## config.mk

```make
export PLATFORM = sky130hd
export DESIGN_NAME = fifo_wr_arbiter_flat
export DESIGN_NICKNAME = d
export VERILOG_FILES = /design/src/rtl/fifo_wr_arbiter_pkg.sv /design/src/rtl/fifo_wr_arbiter_if.sv /design/src/rtl/fifo_wr_arbiter_rr_pick.sv /design/src/rtl/fifo_wr_arbiter.sv /design/src/flat_wrapper.sv
export SDC_FILE = /design/constraint.sdc
export NUM_CORES = 1
export LEC_CHECK = 0
export CAP_MARGIN = 15
export CORE_MARGIN = 3
export CORE_UTILIZATION = 39
export CTS_BUF_LIST = sky130_fd_sc_hd__clkbuf_16
export CTS_CLUSTER_DIAMETER = 150
export DETAILED_ROUTE_END_ITERATION = 10
export HOLD_SLACK_MARGIN = 0.06
export MAX_ROUTING_LAYER = met4
export PLACE_DENSITY = 0.87
export REMOVE_ABC_BUFFERS = 1
export SLEW_MARGIN = 20
export SYNTH_ARGS = -nofsm -noshare
export SYNTH_HDL_FRONTEND = slang
export SYNTH_HIERARCHICAL = 1
export SYNTH_SLANG_ARGS = --single-unit
```

## constraint.sdc

```tcl
create_clock -name clock -period 3.39 [get_ports clock]
set_input_delay 0.678 -clock clock [delete_from_list [all_inputs] [get_ports clock]]
set_output_delay 0.678 -clock clock [all_outputs]
set_load 0.01 [all_outputs]
```

## src/rtl/fifo_wr_arbiter_pkg.sv

```systemverilog
// Shared types and default constants for the FIFO write arbiter.
package fifo_arb_pkg;

  typedef enum logic {
    IDLE  = 1'b0,
    BURST = 1'b1
  } state_t;

  localparam int DEF_DATA_W    = 8;
  localparam int DEF_NUM_REQ   = 4;
  localparam int DEF_MAX_BURST = 4;

  // Depth of the downstream FIFO, for benches that model the full flag.
  localparam int FIFO_DEPTH = 32;

endpackage

```

## src/rtl/fifo_wr_arbiter_if.sv

```systemverilog
// Producer/FIFO-side signal bundle of the write arbiter.
interface fifo_wr_arbiter_if
  import fifo_arb_pkg::*;
#(
  parameter int NUM_REQ = DEF_NUM_REQ,
  parameter int DATA_W  = DEF_DATA_W
);

  logic [NUM_REQ-1:0]        req_valid;
  logic [NUM_REQ*DATA_W-1:0] req_data;
  logic [NUM_REQ-1:0]        req_ready;
  logic                      fifo_full;
  logic                      fifo_wr;
  logic [DATA_W-1:0]         fifo_data;
  logic [NUM_REQ-1:0]        grant;
  logic                      busy;

  // Environment side: producers plus the FIFO's full flag.
  modport master (
    output req_valid, req_data, fifo_full,
    input  req_ready, fifo_wr, fifo_data, grant, busy
  );

  // Arbiter side.
  modport slave (
    input  req_valid, req_data, fifo_full,
    output req_ready, fifo_wr, fifo_data, grant, busy
  );

endinterface

```

## src/rtl/fifo_wr_arbiter_rr_pick.sv

```systemverilog
// Combinational rotating priority encoder: first set bit of req at or after
// start, wrapping modulo NUM_REQ.
module rr_pick
  import fifo_arb_pkg::*;
#(
  parameter int NUM_REQ = DEF_NUM_REQ,
  parameter int IW      = $clog2(DEF_NUM_REQ)
) (
  input  logic [NUM_REQ-1:0] req,
  input  logic [IW-1:0]      start,
  output logic               found,
  output logic [IW-1:0]      index
);

  logic [IW-1:0] pos;

  // Scan from the farthest offset back to start so the nearest hit wins last.
  always_comb begin
    found = 1'b0;
    index = '0;
    pos   = '0;
    for (int unsigned i = 0; i < unsigned'(NUM_REQ); i++) begin
      pos = IW'((int'(start) + NUM_REQ - 1 - int'(i)) % NUM_REQ);
      if (req[pos]) begin
        found = 1'b1;
        index = pos;
      end
    end
  end

endmodule

```

## src/rtl/fifo_wr_arbiter.sv

```systemverilog
// Round-robin arbiter sharing one FIFO write port among NUM_REQ producers,
// with bursts of up to MAX_BURST beats and zero-bubble handoff.
module fifo_wr_arbiter
  import fifo_arb_pkg::*;
#(
  parameter int NUM_REQ   = DEF_NUM_REQ,
  parameter int DATA_W    = DEF_DATA_W,
  parameter int MAX_BURST = DEF_MAX_BURST
) (
  input  logic             clock,
  input  logic             rst,
  fifo_wr_arbiter_if.slave bus
);

  localparam int IW = $clog2(NUM_REQ);
  localparam int CW = $clog2(MAX_BURST) + 1;
  localparam logic [CW-1:0] LAST_BEAT = CW'(MAX_BURST - 1);
  localparam logic [IW-1:0] LAST_IDX  = IW'(NUM_REQ - 1);

  state_t        state, state_nx;
  logic [IW-1:0] owner, owner_nx;
  logic [IW-1:0] rr_ptr, rr_ptr_nx;
  logic [CW-1:0] beat_cnt, beat_cnt_nx;

  logic [IW-1:0] owner_inc;
  logic [IW-1:0] pick_start;
  logic [IW-1:0] pick_idx;
  logic [IW-1:0] pick_inc;
  logic          pick_found;
  logic          in_burst;
  logic          owner_valid;
  logic          xfer;
  logic          burst_end;

  assign in_burst    = (state == BURST);
  assign owner_valid = bus.req_valid[owner];
  assign xfer        = rst & in_burst & owner_valid & ~bus.fifo_full;
  assign owner_inc   = (owner == LAST_IDX) ? '0 : owner + 1'b1;
  assign pick_inc    = (pick_idx == LAST_IDX) ? '0 : pick_idx + 1'b1;
  // Full only stalls; a burst ends on its last transfer or a dropped valid.
  assign burst_end   = in_burst & (~owner_valid | (xfer & (beat_cnt == LAST_BEAT)));

  // One encoder serves both cases: at burst end the scan starts just past the
  // owner (equal to rr_ptr in practice) so the ending owner ranks last.
  assign pick_start  = in_burst ? owner_inc : rr_ptr;

  rr_pick #(
    .NUM_REQ (NUM_REQ),
    .IW      (IW)
  ) u_pick (
    .req   (bus.req_valid),
    .start (pick_start),
    .found (pick_found),
    .index (pick_idx)
  );

  assign bus.busy = in_burst;

  // Port-side outputs decoded from the registered owner; gated off in reset.
  always_comb begin
    bus.req_ready = '0;
    bus.grant     = '0;
    bus.fifo_data = '0;
    bus.fifo_wr   = xfer;
    if (in_burst) begin
      bus.fifo_data = bus.req_data[int'(owner)*DATA_W +: DATA_W];
    end
    if (rst && in_burst) begin
      bus.grant[owner] = 1'b1;
      if (!bus.fifo_full) begin
        bus.req_ready[owner] = 1'b1;
      end
    end
  end

  // Next-state: grant from IDLE, count beats, re-arbitrate at burst end.
  always_comb begin
    state_nx    = state;
    owner_nx    = owner;
    rr_ptr_nx   = rr_ptr;
    beat_cnt_nx = beat_cnt;
    unique case (state)
      IDLE: begin
        if (pick_found) begin
          state_nx    = BURST;
          owner_nx    = pick_idx;
          rr_ptr_nx   = pick_inc;
          beat_cnt_nx = '0;
        end
      end
      BURST: begin
        if (burst_end) begin
          if (pick_found) begin
            owner_nx    = pick_idx;
            rr_ptr_nx   = pick_inc;
            beat_cnt_nx = '0;
          end else begin
            state_nx = IDLE;
          end
        end else if (xfer) begin
          beat_cnt_nx = beat_cnt + 1'b1;
        end
      end
      default: state_nx = IDLE;
    endcase
  end

  // State register with synchronous active-low reset.
  always_ff @(posedge clock) begin
    if (!rst) begin
      state    <= IDLE;
      owner    <= '0;
      rr_ptr   <= '0;
      beat_cnt <= '0;
    end else begin
      state    <= state_nx;
      owner    <= owner_nx;
      rr_ptr   <= rr_ptr_nx;
      beat_cnt <= beat_cnt_nx;
    end
  end

endmodule

```

## src/flat_wrapper.sv

```systemverilog
// flat-port wrapper written by rule: the top's interface ports become plain ports
module fifo_wr_arbiter_flat import fifo_arb_pkg::*;
#(
  parameter int NUM_REQ   = DEF_NUM_REQ,
  parameter int DATA_W    = DEF_DATA_W,
  parameter int MAX_BURST = DEF_MAX_BURST
)
  (clock, rst, bus_req_valid, bus_req_data, bus_fifo_full, bus_req_ready, bus_fifo_wr, bus_fifo_data, bus_grant, bus_busy);
  fifo_wr_arbiter_if #(.NUM_REQ(NUM_REQ), .DATA_W(DATA_W)) bus_i ();
  input  logic clock;
  input  logic rst;
  input wire logic [$bits(bus_i.req_valid)-1:0] bus_req_valid;
  input wire logic [$bits(bus_i.req_data)-1:0] bus_req_data;
  input wire logic [$bits(bus_i.fifo_full)-1:0] bus_fifo_full;
  output wire logic [$bits(bus_i.req_ready)-1:0] bus_req_ready;
  output wire logic [$bits(bus_i.fifo_wr)-1:0] bus_fifo_wr;
  output wire logic [$bits(bus_i.fifo_data)-1:0] bus_fifo_data;
  output wire logic [$bits(bus_i.grant)-1:0] bus_grant;
  output wire logic [$bits(bus_i.busy)-1:0] bus_busy;
  assign bus_i.req_valid = bus_req_valid;
  assign bus_i.req_data = bus_req_data;
  assign bus_i.fifo_full = bus_fifo_full;
  assign bus_req_ready = bus_i.req_ready;
  assign bus_fifo_wr = bus_i.fifo_wr;
  assign bus_fifo_data = bus_i.fifo_data;
  assign bus_grant = bus_i.grant;
  assign bus_busy = bus_i.busy;
  fifo_wr_arbiter #(.NUM_REQ(NUM_REQ), .DATA_W(DATA_W), .MAX_BURST(MAX_BURST)) u_core (.clock(clock), .rst(rst), .bus(bus_i));
endmodule
```

## Word-level counts from Yosys, hierarchy flattened

Cells that the tools add are included.

- Flip-flop bits (word level): 8
- Input bits: 39
- Logic and storage cells: 75

- Add/sub/neg operators: 8
- $lt $le $gt $ge: 6
- Equality and inequality tests: 5
- Shift-type cells: 1
- Multiplexer cells: 40
- Bitwise operators: 9
- Reductions and logical operators: 2

Operators by type and width:

| operator | count |
|---|---|
| 32-bit by 6-bit variable part select with 8-bit output | 1 |
| 2-bit 2-to-1 mux | 11 |
| 2-bit by 3-bit less-than comparator with 1-bit output, second input constant | 5 |
| 1-bit 2-to-1 mux | 12 |
| 4-bit 2-to-1 mux | 3 |
| 1-bit binary-select mux with 2-bit select | 5 |
| 3-bit 2-to-1 mux | 3 |
| 8-bit 2-to-1 mux | 1 |
| 2-bit case mux with 2 select lines | 2 |
| 2-bit by 1-bit adder with 2-bit output, second input constant | 3 |
| 3-bit case mux with 2 select lines | 1 |
| 1-bit bitwise AND | 5 |
| 2-bit equality test, second input constant | 2 |
| 2-bit by 1-bit subtractor with 2-bit output, second input constant | 2 |
| 2-bit subtractor, second input constant | 2 |
| 3-bit by 1-bit adder with 3-bit output, second input constant | 1 |
| 3-bit by 2-bit equality test with 1-bit output, second input constant | 1 |
| 3-bit != test, second input constant | 1 |
| 1-bit inverter | 3 |
| 1-bit demux with 2-bit select | 1 |
| 2-bit by 1-bit >= comparator with 1-bit output, second input constant | 1 |
| 1-bit logical AND | 2 |
| 2-bit != test, second input constant | 1 |
| 1-bit case mux with 2 select lines | 1 |
| 1-bit bitwise OR | 1 |

## Longest topological paths before layout

- Depth in word-level cells: 16
- Gate-level depth with buffers: 10
- Depth with buffers taken out: 9

## Modules after synthesis

The synthesis kept the hierarchy.

By module, submodules not included:

| module | times used | cells an instance | area an instance (µm²) | seq. area each (µm²) |
|---|---|---|---|---|
| fifo_wr_arbiter | 1 | 86 | 834.6 | 160.2 |
| rr_pick | 1 | 12 | 72.6 | 0.0 |

## Least setup slack after synthesis

OpenSTA, ideal clock, no wires.

- Path type: reg-to-reg
- From: reg u_core.owner[0]
- To: reg u_core.rr_ptr[0]
- Library setup time: 0.072 ns
- Arrival: 2.258 ns
- Slack: 1.061 ns
- Cell stages (with the launch flop): 10
- Period minus slack after synthesis: 2.329 ns
- Cells stage by stage: dfxtp_1 > buf_2 > inv_1 > ha_1 > mux2_2 > nor3b_1 > nor3_1 > ha_1 > or3_1 > mux2i_1

- Word-level cells in the longest chain between the ends: 16
- Elaborated cells between the ends (all ways): 40

Ends and longest elaborated chain:

| element | line | text |
|---|---|---|
| from (decl) | fifo_wr_arbiter.sv:21 | `logic [IW-1:0] owner, owner_nx;` |
| from (signal assigned) | fifo_wr_arbiter.sv:117 | `owner <= owner_nx;` |
| 2-bit by 1-bit adder with 2-bit output / 2-bit equality test (equally long branches) | fifo_wr_arbiter.sv:38 | `assign owner_inc = (owner == LAST_IDX) ? '0 : owner + 1'b1;` |
| 2-bit 2-to-1 mux * | fifo_wr_arbiter.sv:38 |  |
| 2-bit 2-to-1 mux * | fifo_wr_arbiter.sv:45 | `assign pick_start = in_burst ? owner_inc : rr_ptr;` |
| via u_core.pick_start[1] | fifo_wr_arbiter.sv:26 | `logic [IW-1:0] pick_start;` |
| 2-bit by 1-bit adder with 2-bit output * | fifo_wr_arbiter_rr_pick.sv:23 | `pos = IW'((int'(start) + NUM_REQ - 1 - int'(i)) % NUM_REQ);` |
| 2-bit by 1-bit subtractor with 2-bit output * | fifo_wr_arbiter_rr_pick.sv:23 |  |
| 2-bit subtractor / 1-bit binary-select mux with 2-bit select (equally long branches) | fifo_wr_arbiter_rr_pick.sv:23, fifo_wr_arbiter_rr_pick.sv:24 |  |
| 1-bit binary-select mux with 2-bit select / 1-bit 2-to-1 mux (equally long branches) | fifo_wr_arbiter_rr_pick.sv:24 | `if (req[pos]) begin` |
| 1-bit 2-to-1 mux (not written as such) / 2-bit 2-to-1 mux (equally long branches) | fifo_wr_arbiter_rr_pick.sv:24 |  |
| 2-bit 2-to-1 mux (2 in series) | fifo_wr_arbiter_rr_pick.sv:24 |  |
| 2-bit 2-to-1 mux * | fifo_wr_arbiter_rr_pick.sv:24 |  |
| via u_core.pick_idx[0] | fifo_wr_arbiter.sv:27 | `logic [IW-1:0] pick_idx;` |
| 2-bit by 1-bit adder with 2-bit output / 2-bit equality test (equally long branches) | fifo_wr_arbiter.sv:39 | `assign pick_inc = (pick_idx == LAST_IDX) ? '0 : pick_idx + 1'b1;` |
| 2-bit 2-to-1 mux * | fifo_wr_arbiter.sv:39 |  |
| 2-bit 2-to-1 mux * | fifo_wr_arbiter.sv:84, fifo_wr_arbiter.sv:93 |  |
| 2-bit 2-to-1 mux | fifo_wr_arbiter.sv:92 | `if (burst_end) begin` |
| 2-bit case mux with 2 select lines * | fifo_wr_arbiter.sv:82 | `unique case (state)` |
| to (signal assigned) | fifo_wr_arbiter.sv:118 | `rr_ptr <= rr_ptr_nx;` |
| to (decl) | fifo_wr_arbiter.sv:22 | `logic [IW-1:0] rr_ptr, rr_ptr_nx;` |

Mark *: on every way through the listed nets, which the timed path passes. The rest lies on a longest branch. The select of a mux whose other input is x is not followed.
A chain may end at the register's enable or synchronous reset.

## Worst setup path after layout

- From: in bus_req_valid[2]
- To: out bus_fifo_wr

- Word-level cells in the longest chain between the ends: 4

Ends and longest elaborated chain:

| element | line | text |
|---|---|---|
| from (decl) | flat_wrapper.sv:12 | `input wire logic [$bits(bus_i.req_valid)-1:0] bus_req_valid;` |
| 1-bit binary-select mux with 2-bit select | fifo_wr_arbiter.sv:36 | `assign owner_valid = bus.req_valid[owner];` |
| 1-bit 2-to-1 mux (not written as such) | fifo_wr_arbiter.sv:36 |  |
| 1-bit bitwise AND (2 in series) | fifo_wr_arbiter.sv:37 | `assign xfer = rst & in_burst & owner_valid & ~bus.fifo_full;` |
| to (decl) | flat_wrapper.sv:16 | `output wire logic [$bits(bus_i.fifo_wr)-1:0] bus_fifo_wr;` |

No other way between the ends. The select of a mux whose other input is x is not followed.

==> reports/qor.yml <==
status:
  status: "finished clean"
sta:
  rsz0062_at_grt: "false"
  fin_tns_setup_ns: 0
  period_needed_ns: 3.14
  slew_headroom: 0.628
  worst_hold_slack_ns: 0.471
  finalHoldViolCount: 0
  finalMaxSlewViolations: 0
  tightest_slew_ns: 0.557
  setup_viol: 0
  min_period_over_period: 0.926
  fin_skew_ns: 0.00130
  timing.fmax_ghz: 0.319
synthesis:
  synth-main-ff-cell: "dfxtp_1"
  netlist_area_um2: 907
  yosysWarnings: 6
  synth_cell_type_count: 29
  synth_top_area_share: 0.223
  yosys-top-cells-area: "mux4_2 (22%), dfxtp_1 (18%), ha_1 (9.7%)"
  yosys.area.top_type: "mux4_2"
  ys_ff_latch: 8
  synthArstFlopShare: 0
  seq_area_frac_synth: 0.177
  synth_edf_count: 0
  syn_inst: 98
  syn_area_per_cell_um2: 9.26
placement:
  io_buffers: 56
  place_inst: 178
  hpwl_um: 2210
  gp_congestion: 0.803
setup_path:
  critPathLaunchType: "primary input"
  cp.required_ns: 2.71
  max_stage_delay_ns: 0.62
  cp_slowest_cell: "mux4_2"
  r2r_end: "u_core/rr_ptr[1]$_SDFFE_PN0P_"
  path_delay_family: "buffers and inverters"
  r2r_setup_slack_ns: 0.71
  cp.buffers_inverters: 2
  r2r-start: "u_core/owner[0]$_SDFFE_PN0P_"
  cp_cell_sequence: "clkdlybuf4s50_1 > mux4_2 > and2_1 > clkdlybuf4s50_1"
  crit_top_cell: "clkdlybuf4s50_1"
  critPathKind: "primary input to output pin"
  rr_worst_depth: 10
  cp.arrival_ns: 2.46
  critPathCaptureType: "output pin"
  startpoint: "bus_req_valid[2]"
  crit_fanout: 9
finish:
  num_antenna_cells: 0
  drive_gt1_frac: 0.123
  fin_cells: 181
  area_delta_synth_final_pct: 72.8
  nets: 202
flow_run:
  cap_violations: 0
cts:
  cts.sinks: 8
  cts_hold_buf: 0
  post_cts_buffers: 0
  cts_root_buf: "clkbuf_16"
  clk_path_buf_depth: 2
  cts.clk_slew.worst_paths_ns: 0.04
  cts_max_level: 1
  clock_latency_ns: 0.23
  cts_resized: 0
  numCtsBuffers: 3
  cts_tree: "built"
global_route:
  grt_overflow: 0
  grt_max_degree: 16
  grt_pass1_vias: 928
  grt.total_usage: 0.201
  grt_pass1_wl_um: 4170
  antenna_found_initial: 0
min_path:
  min_from: "u_core/rr_ptr[1]$_SDFFE_PN0P_"
  min_path_type: "flip-flop to flip-flop"
  min_path_cells: 2
  hold_end: "u_core/rr_ptr[1]$_SDFFE_PN0P_"
power_and_ir_drop:
  leakage_uw: 0.000622
  power_density_mw_per_mm2: 375
  ir_worst_vdd_uv: 278
route:
  ant_nets: 0
  wl_um: 2720
  dr.first_iter.drc_count: 22
  post-route-drc-count: 0
  avgViaCountPerCell: 5.32
  num_vias: 963
  first_pass_iters: 4
  post_drt_wl_per_cell_um: 15.0
die:
  die-area_mm2: 0.00294
  start_util: 0.436
  rows: 16
  io_pins: 57
  die_h_um: 54.2
  core-area_mm2: 0.00208
  die_w_um: 54.2
==> cell families (layout without fill, tap and decap cells) <==
| logic type | Yosys count | count (layout) | share of synthesized area |
|---|---|---|---|
| simple gates | 42 | 42 | 0.258 |
| mux | 16 | 16 | 0.303 |
| buf+inv | 13 | 69 | 0.0634 |
| compound gates | 12 | 12 | 0.102 |
| flops | 8 | 8 | 0.177 |
| fa+ha+maj | 7 | 7 | 0.0965 |
==> cells in the mapped netlist, types with 2 or more instances <==
master,count
a21o_1,2
a21oi_1,4
and2_1,13
and3_1,4
clkbuf_1,4
dfxtp_1,8
ha_1,7
inv_1,7
mux2_2,2
mux2i_1,5
mux4_2,9
nand2_1,11
nand3_1,3
nand3b_1,2
nor2_1,3
==> flip-flops by register name, summed over array words and instances, names as in the netlist <==
signal and flops:
u_core/beat_cnt 3, u_core/bus.busy 1, u_core/owner 2, u_core/rr_ptr 2
==> how the worst max path moves through the flow <==
stage / cells after the start / to
floorplan: 8 / u_core/rr_ptr[0]$_SDFFE_PN0P_
global placement: 4 / bus_fifo_wr
detailed placement: 4 / bus_fifo_wr
CTS: 4 / bus_fifo_wr
global route: 4 / bus_fifo_wr
finish: 4 / bus_fifo_wr
==> placed cells by master, fill, tap and decap left out, types with 2 or more instances in the layout <==
cell type,synthesis,routed
and2_1,13,13
nand2_1,11,11
dfxtp_1,8,8
mux2_2,2,2
nand3_1,3,3
clkdlybuf4s50_1,0,56
a21oi_1,4,4
and3_1,4,4
ha_1,7,7
inv_1,7,7
nand3b_1,2,2
clkbuf_16,0,3
a21o_1,2,2
mux4_2,9,9
nor2_1,3,3
buf_4,0,3
mux2i_1,5,5
==> power by group <==
| part | switching (µW) | internal (µW) |
|---|---|---|
| sequential | 22.7 | 107 |
| clock | 44.5 | 152 |
| combinational | 101 | 160 |
==> metal layers <==
layer  GRT usage  wire (µm)
met2       0.351       1550
met1       0.235       1040
met3      0.0272        111
met5           -          0
met4      0.0705         20
==> worst reg2reg max path, cell delays in order (launching register included) <==
cell     delay, ns
dfxtp_1       0.56
buf_4         0.26
inv_1         0.08
ha_1          0.30
mux2_2        0.31
mux2i_1       0.18
nor2_1        0.06
nor3_1        0.36
ha_1          0.30
nand2_1       0.07
mux2i_1       0.07
==> final cells by class <==
class / count / area [µm²]
Clock buffer: 3 / 75.1
Multi-Input combinational cell: 77 / 689
Tap cell: 27 / 33.8
Sequential cell: 8 / 160
Timing Repair Buffer: 59 / 583
Inverter: 7 / 26.3
Fill cell: 155 / 514
==> per-stage QoR <==
step / power [µW] / setup WS, ns / utilization / area (µm²)
finish: 587 / 0.251 / 0.753 / 1570
global route: 625 / 0.202 / 0.753 / 1570
CTS: 591 / 0.242 / 0.753 / 1570
detailed placement: 391 / 0.250 / 0.717 / 1490
global placement: 378 / 0.290 / 0.717 / 1490
floorplan: 269 / 0.997 / - / 876
Power figures use the tool's default switching activity.
